### src/rtl/clock_set_ctrl.sv
// Mode/set controller for the digital clock counter chain: gates the 1 Hz tick into
// sec/min/hour count enables in RUN, and steps one field from the UP button in set modes.
module clock_set_ctrl #(
  parameter int unsigned HOLD_TICKS    = 3,
  parameter int unsigned TIMEOUT_TICKS = 10
) (
  input  logic       CLK,
  input  logic       RESETL,
  input  logic       TICK,
  input  logic       SEC_CARRY,
  input  logic       MIN_CARRY,
  input  logic       BTN_MODE,
  input  logic       BTN_UP,
  output logic       SEC_EN,
  output logic       MIN_EN,
  output logic       HOUR_EN,
  output logic       SEC_CLR,
  output logic [1:0] MODE,
  output logic       DISP_HOUR_ON,
  output logic       DISP_MIN_ON
);

  localparam logic [1:0] ST_RUN      = 2'b00;
  localparam logic [1:0] ST_SET_HOUR = 2'b01;
  localparam logic [1:0] ST_SET_MIN  = 2'b10;

  localparam int unsigned HW = $clog2(HOLD_TICKS + 1);
  localparam int unsigned IW = $clog2(TIMEOUT_TICKS + 1);
  localparam logic [HW-1:0] HOLD_MAX  = HW'(HOLD_TICKS);
  localparam logic [IW-1:0] IDLE_LAST = IW'(TIMEOUT_TICKS - 1);

  logic [1:0]    mode_q, mode_d;
  logic          sec_en_q, sec_en_d;
  logic          min_en_q, min_en_d;
  logic          hour_en_q, hour_en_d;
  logic          sec_clr_q, sec_clr_d;
  logic          disp_hour_q, disp_hour_d;
  logic          disp_min_q, disp_min_d;
  logic          mode_prev_q, mode_prev_d;
  logic          up_prev_q, up_prev_d;
  logic [HW-1:0] hold_q, hold_d;
  logic [IW-1:0] idle_q, idle_d;

  logic mode_e, up_e, field_pulse, idle_expired;

  always_comb begin
    mode_e       = BTN_MODE & ~mode_prev_q;
    up_e         = BTN_UP & ~up_prev_q;
    field_pulse  = up_e | (BTN_UP & TICK & (hold_q >= HOLD_MAX));
    idle_expired = TICK & ~BTN_UP & (idle_q == IDLE_LAST);

    mode_d      = mode_q;
    sec_en_d    = 1'b0;
    min_en_d    = 1'b0;
    hour_en_d   = 1'b0;
    sec_clr_d   = 1'b0;
    disp_hour_d = 1'b1;
    disp_min_d  = 1'b1;
    hold_d      = hold_q;
    idle_d      = idle_q;
    mode_prev_d = BTN_MODE;
    up_prev_d   = BTN_UP;

    case (mode_q)
      ST_RUN: begin
        sec_en_d  = TICK;
        min_en_d  = TICK & SEC_CARRY;
        hour_en_d = TICK & SEC_CARRY & MIN_CARRY;
        hold_d    = '0;
        idle_d    = '0;
        if (mode_e) mode_d = ST_SET_HOUR;
      end
      ST_SET_HOUR, ST_SET_MIN: begin
        // A mode edge wins over a coincident UP edge: leave the field untouched.
        if (mode_e) begin
          mode_d    = (mode_q == ST_SET_HOUR) ? ST_SET_MIN : ST_RUN;
          sec_clr_d = (mode_q == ST_SET_MIN);
          hold_d    = '0;
          idle_d    = '0;
        end else if (idle_expired) begin
          mode_d    = ST_RUN;
          sec_clr_d = 1'b1;
          hold_d    = '0;
          idle_d    = '0;
        end else begin
          if (!BTN_UP)                        hold_d = '0;
          else if (TICK && hold_q < HOLD_MAX) hold_d = hold_q + 1'b1;
          if (BTN_UP)    idle_d = '0;
          else if (TICK) idle_d = idle_q + 1'b1;
          if (mode_q == ST_SET_HOUR) begin
            hour_en_d   = field_pulse;
            disp_hour_d = field_pulse | (disp_hour_q ^ TICK);
          end else begin
            min_en_d    = field_pulse;
            disp_min_d  = field_pulse | (disp_min_q ^ TICK);
          end
        end
      end
      default: begin
        mode_d = ST_RUN;
        hold_d = '0;
        idle_d = '0;
      end
    endcase
  end

  always_ff @(posedge CLK) begin
    if (!RESETL) begin
      mode_q      <= ST_RUN;
      sec_en_q    <= 1'b0;
      min_en_q    <= 1'b0;
      hour_en_q   <= 1'b0;
      sec_clr_q   <= 1'b0;
      disp_hour_q <= 1'b1;
      disp_min_q  <= 1'b1;
      // Seed edge history with live levels so a button held through reset is not an edge.
      mode_prev_q <= BTN_MODE;
      up_prev_q   <= BTN_UP;
      hold_q      <= '0;
      idle_q      <= '0;
    end else begin
      mode_q      <= mode_d;
      sec_en_q    <= sec_en_d;
      min_en_q    <= min_en_d;
      hour_en_q   <= hour_en_d;
      sec_clr_q   <= sec_clr_d;
      disp_hour_q <= disp_hour_d;
      disp_min_q  <= disp_min_d;
      mode_prev_q <= mode_prev_d;
      up_prev_q   <= up_prev_d;
      hold_q      <= hold_d;
      idle_q      <= idle_d;
    end
  end

  assign MODE         = mode_q;
  assign SEC_EN       = sec_en_q;
  assign MIN_EN       = min_en_q;
  assign HOUR_EN      = hour_en_q;
  assign SEC_CLR      = sec_clr_q;
  assign DISP_HOUR_ON = disp_hour_q;
  assign DISP_MIN_ON  = disp_min_q;

endmodule
### config.mk
export PLATFORM = sky130hd
export DESIGN_NAME = clock_set_ctrl
export DESIGN_NICKNAME = d
export VERILOG_FILES = /design/src/rtl/clock_set_ctrl.sv
export SDC_FILE = /design/constraint.sdc
export NUM_CORES = 1
export LEC_CHECK = 0
export ABC_AREA = 1
export CORE_MARGIN = 4
export CORE_UTILIZATION = 44
export DETAILED_ROUTE_END_ITERATION = 8
export HOLD_SLACK_MARGIN = 0.03
export PLACE_DENSITY = 0.72
export SYNTH_ARGS = -nofsm -noshare
export SYNTH_HDL_FRONTEND = slang
export SYNTH_SLANG_ARGS = --single-unit
### constraint.sdc
create_clock -name CLK -period 1.21 [get_ports CLK]
set_input_delay 0.242 -clock CLK [delete_from_list [all_inputs] [get_ports CLK]]
set_output_delay 0.242 -clock CLK [all_outputs]
set_load 0.02 [all_outputs]
==> results of run 1 <==
==> layout make-up <==
cell class	count	area (µm²)
fill	119	405
clock buffer	3	22.5
tap	16	20.0
clock inverter	1	3.75
timing repair buffer	31	248
sequential	16	333
multi-input combinational	64	490
inverter	13	53.8
==> worst max-delay path by stage <==
stage                          from     endpoint  depth (start not counted)
final                       MODE[1]       MIN_EN                          6
after global routing        MODE[1]  DISP_MIN_ON                          5
after CTS                 idle_q[1]    idle_q[0]                          9
after detailed placement   BTN_MODE    idle_q[0]                          7
after global placement         TICK       MIN_EN                          7
after floorplan             MODE[1]    idle_q[0]                          6
==> cell families (layout without fill, tap and decap cells) <==
family	Yosys count	in the layout
adders and majority gates	8	8
and+or+nand+nor	42	42
buffers and inverters	15	48
DFF	16	16
AOI/OAI and AO/OA	12	12
xor gates and xnor gates	2	2
==> metal layers <==
| metal | part of all wire (%) | global-route usage [%] |
|---|---|---|
| met4 | 0.67 | 5.53 |
| met3 | 4.9 | 2.41 |
| met5 | 0 | 0 |
| met2 | 46 | 25.2 |
| met1 | 48 | 19.2 |
==> per-stage QoR <==
step	cells	setup WS, ns	hold WS (ns)	total power, µW
after floorplan	95	0.0180	0.270	650
after global placement	137	-0.302	0.458	730
after detailed placement	137	-0.354	0.467	735
after CTS	143	-0.00744	0.427	1020
after global routing	144	-0.0730	0.419	1080
final	144	0.0194	0.428	1030
==> sequential cells by signal, summed over array words and instances, names as in the netlist <==
register	count
up_prev_q	1
MIN_EN	1
SEC_CLR	1
mode_prev_q	1
DISP_HOUR_ON	1
SEC_EN	1
idle_q	4
MODE	2
HOUR_EN	1
hold_q	2
DISP_MIN_ON	1
==> cells in the final DEF (no fill, tap or decap), types with 4 or more instances in the layout <==
master           synthesis  final
nor2_1                   7      7
dlygate4sd2_1            0      4
a21oi_2                  1      7
clkdlybuf4s50_1          0      5
nand3_1                  5      5
ha_1                     8      4
nand2_1                 17     13
dfxtp_1                 16     10
inv_2                    1      4
buf_4                    0     17
dfxtp_2                  0      4
inv_1                   11      7
==> power groups by stage <==
stage	sequential (µW)	clock [µW]	combinational [µW]
floorplan	571	0	78.8
global placement	557	0	173
detailed placement	557	0	178
global route	547	316	218
CTS	544	294	181
finish	546	284	200
==> timing repair <==
item,in CTS,in global routing
setup buffers,2,1
setup endpoints to repair,16,18
gates resized for setup,21,27
pin swaps,2,3
==> results.sh, run 1 <==
export IMPL_outcome="complete, no violations"
export IMPL_cts_root_buf="clkbuf_4"
export IMPL_stdcell_area_mm2=0.00117
export IMPL_clk_latency_ns=0.28
export IMPL_netlist_top_cells_count="nand2_1 (17), dfxtp_1 (16), inv_1 (11)"
export IMPL_synth_adder_area_share_pct=12.9
export IMPL_crit_buf_inv=2
export IMPL_synth_top_family_by_area="simple AND/OR/NAND/NOR gates"
export IMPL_fin_util_pct=74.3
export IMPL_powerDensity_mw_per_mm2=878
export IMPL_io_pins=15
export IMPL_synth_mux_area_fraction_pct=0
export IMPL_maxCapViolCount=0
export IMPL_cts_buffer_depth=2
export IMPL_gp_congestion=0.793
export IMPL_yosysMostFrequentCell="nand2_1"
export IMPL_min_period_over_period_pct=98.4
export IMPL_grt_max_degree=10
export IMPL_fin_crit_ns=1.19
export IMPL_crit_family="flip-flops"
export IMPL_clk_pin_slew_ns=0.09
export IMPL_maxSlewHeadroom_pct=86.0
export IMPL_worst_setup_path_end_kind="flip-flop"
export IMPL_viasPerCell=5.06
export IMPL_dieArea_mm2=0.00250
export IMPL_dr_total_vias=729
export IMPL_first_iter_violations=16
export IMPL_fin_tns_setup_ns=0
export IMPL_synth_compound_area_share_pct=9.03
export IMPL_vdd_ir_drop_max_mv=0.524
export IMPL_grt_usage_pct=15.1
export IMPL_tightest_slew_ns=0.209
export IMPL_final_hold_violation_count=0
export IMPL_cp_required_ns=1.43
export IMPL_start_util_pct=49.2
export IMPL_crit_arrival_ns=1.41
export IMPL_cts_tree="built"
export IMPL_worstHoldEndpoint="mode_prev_q"
export IMPL_cts_sinks=16
export IMPL_syn_area_per_cell_um2=8.17
export IMPL_p_int_uw=755
export IMPL_synth_edf_count=0
export IMPL_synth_warnings=0
export IMPL_async_flop_share_pct=0
export IMPL_diodes=0
export IMPL_p_switching_uw=274
export IMPL_yosysUniqueCellTypes=23
export IMPL_fp_dieH_um=50.0
export IMPL_detail_route_antenna_nets=0
export IMPL_ys_seq_area_share_pct=41.3
export IMPL_synthesis_instances=95
export IMPL_antenna_found_initial=0
export IMPL_critPathMaxStageDelay_ns=0.38
export IMPL_slew_violations=0
export IMPL_grt_pass1_wl_um=2970
export IMPL_max_clock_freq_mhz=840
export IMPL_cp_max_fo=4
export IMPL_synth_simple_area_share_pct=25.8
export IMPL_startpoint_type="flip-flop"
export IMPL_rsz0062_at_grt="yes"
export IMPL_rr_worst_depth=6
export IMPL_yosys_area_top_type="dfxtp_1"
export IMPL_htreeDepth=1
export IMPL_cts_made_buffers=3
export IMPL_cp_slowest_cell="dfxtp_4"
export IMPL_reg2reg_from="MODE[1]"
export IMPL_syn_nets=110
export IMPL_worstHoldPathCells=1
export IMPL_netlist_area_leader_share_pct=41.3
export IMPL_grt_pass1_vias=703
export IMPL_p_clk_share_pct=27.6
export IMPL_port_buffers=14
export IMPL_wl_um=1790
export IMPL_yosys_area_share_xor_xnor_pct=2.26
export IMPL_fin_skew_ns=0.00465
export IMPL_num_rows=14
export IMPL_overflow=0
export IMPL_setup_viol_count_final=0
export IMPL_synthFlopType="dfxtp_1"
export IMPL_drc_errors=0
export IMPL_criticalPathCategory="flip-flop to flip-flop"
export IMPL_die_x_um=50.0
export IMPL_switching_share_pct=26.6
export IMPL_cts_hold_buf=0
export IMPL_post_drt_wl_per_cell_um=12.4
export IMPL_syn_cell_area_um2=776
export IMPL_dp_hpwl_um=1260
export IMPL_synth_area_top_cells="dfxtp_1 (41%), ha_1 (13%), nand2_1 (8.2%)"
export IMPL_layout_nets=144
export IMPL_drive_above_1_share_pct=46.9
export IMPL_crit_path_cell_trace="inv_4 -> buf_4 -> ha_1 -> nor2_1 -> nand3_1 -> a21oi_1"
export IMPL_r2r_end="MIN_EN"
export IMPL_area_delta_synth_final_pct=51.0
export IMPL_synth_seq_cells=16
export IMPL_seq_power_share_pct=53.0
export IMPL_hold_start="BTN_MODE"
export IMPL_first_pass_iters=4
export IMPL_p_leak_uw=0.000530
export IMPL_core_mm2=0.00158
export IMPL_dpl_cell_area_mm2=0.00104
export IMPL_rrSetupSlack_ns=0.02
export IMPL_p_comb_share_pct=19.4
export IMPL_holdCritPathClass="primary input to flip-flop"
No activity file was read; power rests on OpenSTA's default activity.
==> run 2: changes to the inputs <==
CELL_PAD_IN_SITES_DETAIL_PLACEMENT = 0   (was unset)
CELL_PAD_IN_SITES_GLOBAL_PLACEMENT = 2   (was unset)
CORE_UTILIZATION = 26   (was 44)
PLACE_DENSITY = 0.73   (was 0.72)
REMOVE_ABC_BUFFERS = 1   (was unset)
SKIP_LAST_GASP = 1   (was unset)
==> run 2 against run 1 <==
  * Total power rose by 9.4%
  * Sequential share of layout area fell by 2.6 points
  * Global-route usage fell by 5.0 points
  * Via count rose by 1.2%
  * Combinational power rose by 8%
  * Largest cell class unchanged
  * Largest power group unchanged
==> results.sh, run 2 (same netlist as run 1, synthesis figures left out) <==
export IMPL_detail_route_antenna_nets=0
export IMPL_layout_common_cells="buf_4 (20), nand2_1 (11), dfxtp_1 (10)"
export IMPL_area_delta_synth_final_pct=63.4
export IMPL_cts_tree="built"
export IMPL_rr_worst_depth=6
export IMPL_clk_latency_ns=0.29
export IMPL_fin_crit_ns=1.20
export IMPL_pre_cts_ws_ns=-0.359
export IMPL_final_common_cell="buf_4"
export IMPL_maxCapViolCount=0
export IMPL_finalWorstSetupSlack_ns=0.0137
export IMPL_setup_viol_count_final=0
export IMPL_viasPerCell=4.47
export IMPL_grt_pass1_wl_um=3150
export IMPL_worst_setup_path_end_kind="flip-flop"
export IMPL_drive_above_1_share_pct=54.5
export IMPL_fin_skew_ns=0.00620
export IMPL_post_drt_wl_per_cell_um=11.7
export IMPL_hold_start="BTN_MODE"
export IMPL_dieArea_mm2=0.00392
export IMPL_cts_buffer_depth=2
export IMPL_rsz0062_at_grt="yes"
export IMPL_cts_hold_buf=0
export IMPL_overflow=0
export IMPL_cp_max_fo=3
export IMPL_rrSetupSlack_ns=0.01
export IMPL_tightest_slew_ns=0.208
export IMPL_first_pass_iters=4
export IMPL_worstHoldEndpoint="mode_prev_q"
export IMPL_outcome="complete, no violations"
export IMPL_maxSlewHeadroom_pct=86.1
export IMPL_crit_arrival_ns=1.41
export IMPL_fin_hold_ws_ns=0.409
export IMPL_cts_made_buffers=3
export IMPL_die_x_um=62.6
export IMPL_grt_pass1_vias=758
export IMPL_wl_um=1930
export IMPL_fill_cells=293
export IMPL_worstHoldPathCells=1
export IMPL_port_buffers=14
export IMPL_layout_nets=150
export IMPL_p_leak_uw=0.000563
export IMPL_criticalPathCategory="flip-flop to flip-flop"
export IMPL_core_mm2=0.00281
export IMPL_r2r_end="HOUR_EN"
export IMPL_clk_pin_slew_ns=0.10
export IMPL_cts_sinks=16
export IMPL_powerDensity_mw_per_mm2=888
export IMPL_fp_dieH_um=62.6
export IMPL_start_util_pct=27.7
export IMPL_antenna_found_initial=0
export IMPL_regMostFlops="idle_q"
export IMPL_htreeDepth=1
export IMPL_diodes=0
export IMPL_fin_util_pct=45.2
export IMPL_slew_violations=0
export IMPL_holdCritPathClass="primary input to flip-flop"
export IMPL_num_rows=19
export IMPL_cts_root_buf="clkbuf_4"
export IMPL_dr_total_vias=738
export IMPL_gp_congestion=0.776
export IMPL_finalPower_uw=1130
export IMPL_largest_reg_flops=4
export IMPL_reg2reg_from="MODE[0]"
export IMPL_grt_usage_pct=10.1
export IMPL_min_period_over_period_pct=98.9
export IMPL_grt_max_degree=10
export IMPL_vdd_ir_drop_max_mv=0.527
export IMPL_dp_hpwl_um=1400
export IMPL_startpoint_type="flip-flop"
export IMPL_cp_required_ns=1.43
export IMPL_max_clock_freq_mhz=836
export IMPL_first_iter_violations=16
export IMPL_io_pins=15
export IMPL_drc_errors=0
export IMPL_final_hold_violation_count=0
[run 2: cell types whose count changed in the layout (fill, tap and decap cells not counted), moves of 2 or more]
cell | before | now
nand2_2 | 3 | 5
inv_2 | 4 | 6
dfxtp_2 | 4 | 6
buf_6 | 0 | 3
dfxtp_4 | 2 | 0
nand3_1 | 5 | 3
nand2_1 | 13 | 11
buf_4 | 17 | 20
dlygate4sd2_1 | 4 | 2
[run 2: cell type report]
| cell class | count | area, µm² | area share [%] |
|---|---|---|---|
| Clock buffer | 4 | 36.3 | 2.86 |
| Inverter | 13 | 51.3 | 4.05 |
| Multi-Input combinational cell | 64 | 512 | 40.4 |
| Sequential cell | 16 | 328 | 25.9 |
| Tap cell | 31 | 38.8 | 3.06 |
| Timing Repair Buffer | 37 | 302 | 23.8 |
[run 2: critical path: stages (launching register included)]
cell	delay [ns]
dfxtp_2	0.36
inv_2	0.05
ha_4	0.28
buf_6	0.10
buf_6	0.08
nand4_1	0.08
a21oi_1	0.17
[run 2: stage by stage]
| step | std cells | area [µm²] | setup TNS, ns |
|---|---|---|---|
| final | 165 | 1270 | 0 |
| after global routing | 165 | 1270 | -0.349 |
| after CTS | 163 | 1170 | -0.154 |
| after detailed placement | 156 | 1070 | -3.44 |
| after global placement | 156 | 1070 | -3.41 |
| after floorplan | 93 | 759 | -1.44 |
[run 2: repair_timing]
action / in CTS / in global routing
buffers inserted: 3 / 2
gates resized for setup: 29 / 34
pin swaps: 5 / 11
setup endpoints to repair: 19 / 19
cloned: 0 / 0
[run 2: how the worst max path moves through the flow]
| stage | from | endpoint | slack [ns] | cells after the start |
|---|---|---|---|---|
| final | MODE[0] | HOUR_EN | 0.01 | 6 |
| after global routing | idle_q[1] | MODE[1] | -0.06 | 10 |
| after CTS | idle_q[1] | idle_q[0] | -0.05 | 9 |
| after detailed placement | TICK | MIN_EN | -0.36 | 7 |
| after global placement | TICK | MIN_EN | -0.36 | 7 |
| after floorplan | MODE[0] | idle_q[0] | -0.20 | 6 |
[run 2: power by group]
part	switching (µW)	internal, µW	leakage (µW)
Sequential	7.11	542	0.000133
Combinational	107	108	0.000408
Clock	177	183	0.0000210
Total	292	833	0.000563
[run 2: per-layer routing]
layer  vias to the layer above  routed length [µm]  global-route usage (%)
met5                         -                   0                       0
met1                       342                 853                    11.1
li1                        384                   -                       -
met2                        10                 976                    17.6
met4                         0                  17                    3.31
met3                         2                  78                    3.96
==> run 3: changes to the inputs <==
CTS_CLUSTER_SIZE = 16   (was unset)
SKIP_LAST_GASP = unset   (was 1)
SLEW_MARGIN = 25   (was unset)
==> run 3 against run 2 <==
  * Non-clock buffer count is 1 lower
  * Fmax hardly changed
  * Global-route usage hardly changed
  * First-iteration DRC count is 19% lower
  * Die area stayed put
  * Utilization is 0.089 points higher
  * Cell count is 0.61% lower
  * Count of clock-buffer cells in the layout stayed put
  * Critical path depth is 4 higher
  * Flip-flop and latch count stayed put
  * Cell area is 0.20% higher
==> results.sh, run 3 (same netlist as run 1, synthesis figures left out) <==
export IMPL_max_clock_freq_mhz=836
export IMPL_critPathLaunch="idle_q[1]"
export IMPL_tightest_slew_ns=0.208
export IMPL_io_pins=15
export IMPL_startpoint_type="flip-flop"
export IMPL_overflow=0
export IMPL_detail_route_antenna_nets=0
export IMPL_holdCritPathClass="primary input to flip-flop"
export IMPL_layout_common_cells="buf_4 (19), dfxtp_1 (10), nand2_1 (10)"
export IMPL_cp_max_fo=2
export IMPL_area_delta_synth_final_pct=63.7
export IMPL_pre_cts_ws_ns=-0.359
export IMPL_wl_um=1880
export IMPL_cp_required_ns=1.44
export IMPL_p_leak_uw=0.000557
export IMPL_final_common_cell="buf_4"
export IMPL_dp_hpwl_um=1400
export IMPL_antenna_found_initial=0
export IMPL_multi_input_area_um2=522
export IMPL_drive_above_1_share_pct=55.6
export IMPL_regMostFlops="idle_q"
export IMPL_criticalPathCategory="flip-flop to flip-flop"
export IMPL_gp_congestion=0.776
export IMPL_grt_max_degree=10
export IMPL_cts_buffer_depth=2
export IMPL_clk_pin_slew_ns=0.10
export IMPL_core_mm2=0.00281
export IMPL_clk_latency_ns=0.29
export IMPL_hold_start="BTN_MODE"
export IMPL_min_period_over_period_pct=98.9
export IMPL_crit_arrival_ns=1.43
export IMPL_fp_dieH_um=62.6
export IMPL_htreeDepth=1
export IMPL_largest_reg_flops=4
export IMPL_vdd_ir_drop_max_mv=0.528
export IMPL_fin_tns_setup_ns=0
export IMPL_dieArea_mm2=0.00392
export IMPL_viasPerCell=4.51
export IMPL_outcome="complete, no violations"
export IMPL_cts_sinks=16
export IMPL_seqCellArea_um2=328
export IMPL_first_pass_iters=4
export IMPL_slew_violations=0
export IMPL_drc_errors=0
export IMPL_port_buffers=14
export IMPL_diodes=0
export IMPL_cts_made_buffers=3
export IMPL_powerDensity_mw_per_mm2=889
export IMPL_setup_viol_count_final=0
export IMPL_post_drt_wl_per_cell_um=11.5
export IMPL_grt_usage_pct=10.1
export IMPL_start_util_pct=27.7
export IMPL_fill_cells=295
export IMPL_layout_nets=149
export IMPL_num_rows=19
export IMPL_grt_pass1_wl_um=3150
export IMPL_die_x_um=62.6
export IMPL_final_hold_violation_count=0
export IMPL_cts_tree="built"
export IMPL_dr_total_vias=740
export IMPL_maxCapViolCount=0
export IMPL_grt_pass1_vias=760
export IMPL_fin_crit_ns=1.20
export IMPL_fin_util_pct=45.3
export IMPL_fin_skew_ns=0.00591
export IMPL_rsz0062_at_grt="yes"
export IMPL_finalWorstSetupSlack_ns=0.0131
export IMPL_first_iter_violations=13
export IMPL_finalPower_uw=1130
export IMPL_worst_setup_path_end_kind="flip-flop"
export IMPL_reg2reg_from="idle_q[1]"
export IMPL_cts_root_buf="clkbuf_4"
export IMPL_maxSlewHeadroom_pct=86.1
==> run 3: what timing repair did <==
item	4_1_cts	5_1_grt
hold endpoints to repair	0	0
setup endpoints to repair	19	18
hold buffers	0	0
buffers inserted	3	1
cloned	0	0
pin swaps	5	10
resized for setup	36	30
==> run 3: metal layers <==
layer | wire [µm] | GRT usage, % | vias to the layer above
li1 | - | - | 384
met3 | 79 | 3.96 | 2
met2 | 946 | 17.8 | 10
met4 | 17 | 3.31 | 0
met1 | 836 | 11.0 | 344
met5 | 0 | 0 | -
==> run 3: path summary, 6_finish.rpt <==
check | slack, ns | endpoint | cells past startpoint
max | 0.01 | MODE[1] | 10
min | 0.41 | mode_prev_q | 1
max reg2reg | 0.01 | MODE[1] | 10
min reg2reg | 0.49 | hold_q[1] | 2
==> run 3: area by class of cell <==
type                       instances  area share [%]
clock buffer                       4            2.86
inverter                          13            4.04
multi-input combinational         64            41.1
sequential                        16            25.8
tap                               31            3.05
timing repair buffer              36            23.2
==> run 3: worst max-delay path: stages, from the launching register on <==
cell	delay, ns
dfxtp_2	0.34
inv_2	0.04
ha_4	0.15
nand2_2	0.06
inv_2	0.04
nand3_4	0.09
buf_6	0.10
nand3_2	0.06
nand2_2	0.08
nand2_2	0.06
a21oi_2	0.13
==> run 3: through the flow <==
step	cell area, µm²	hold WS (ns)	instances
floorplan	759	0.270	93
global placement	1070	0.460	156
detailed placement	1070	0.468	156
CTS	1190	0.401	163
global route	1270	0.400	164
finish	1270	0.408	164
==> run 3: power breakdown <==
| part | leakage [µW] | switching [µW] | internal (µW) |
|---|---|---|---|
| Sequential | 0.000133 | 7.05 | 542 |
| Combinational | 0.000403 | 108 | 111 |
| Clock | 0.0000210 | 179 | 183 |
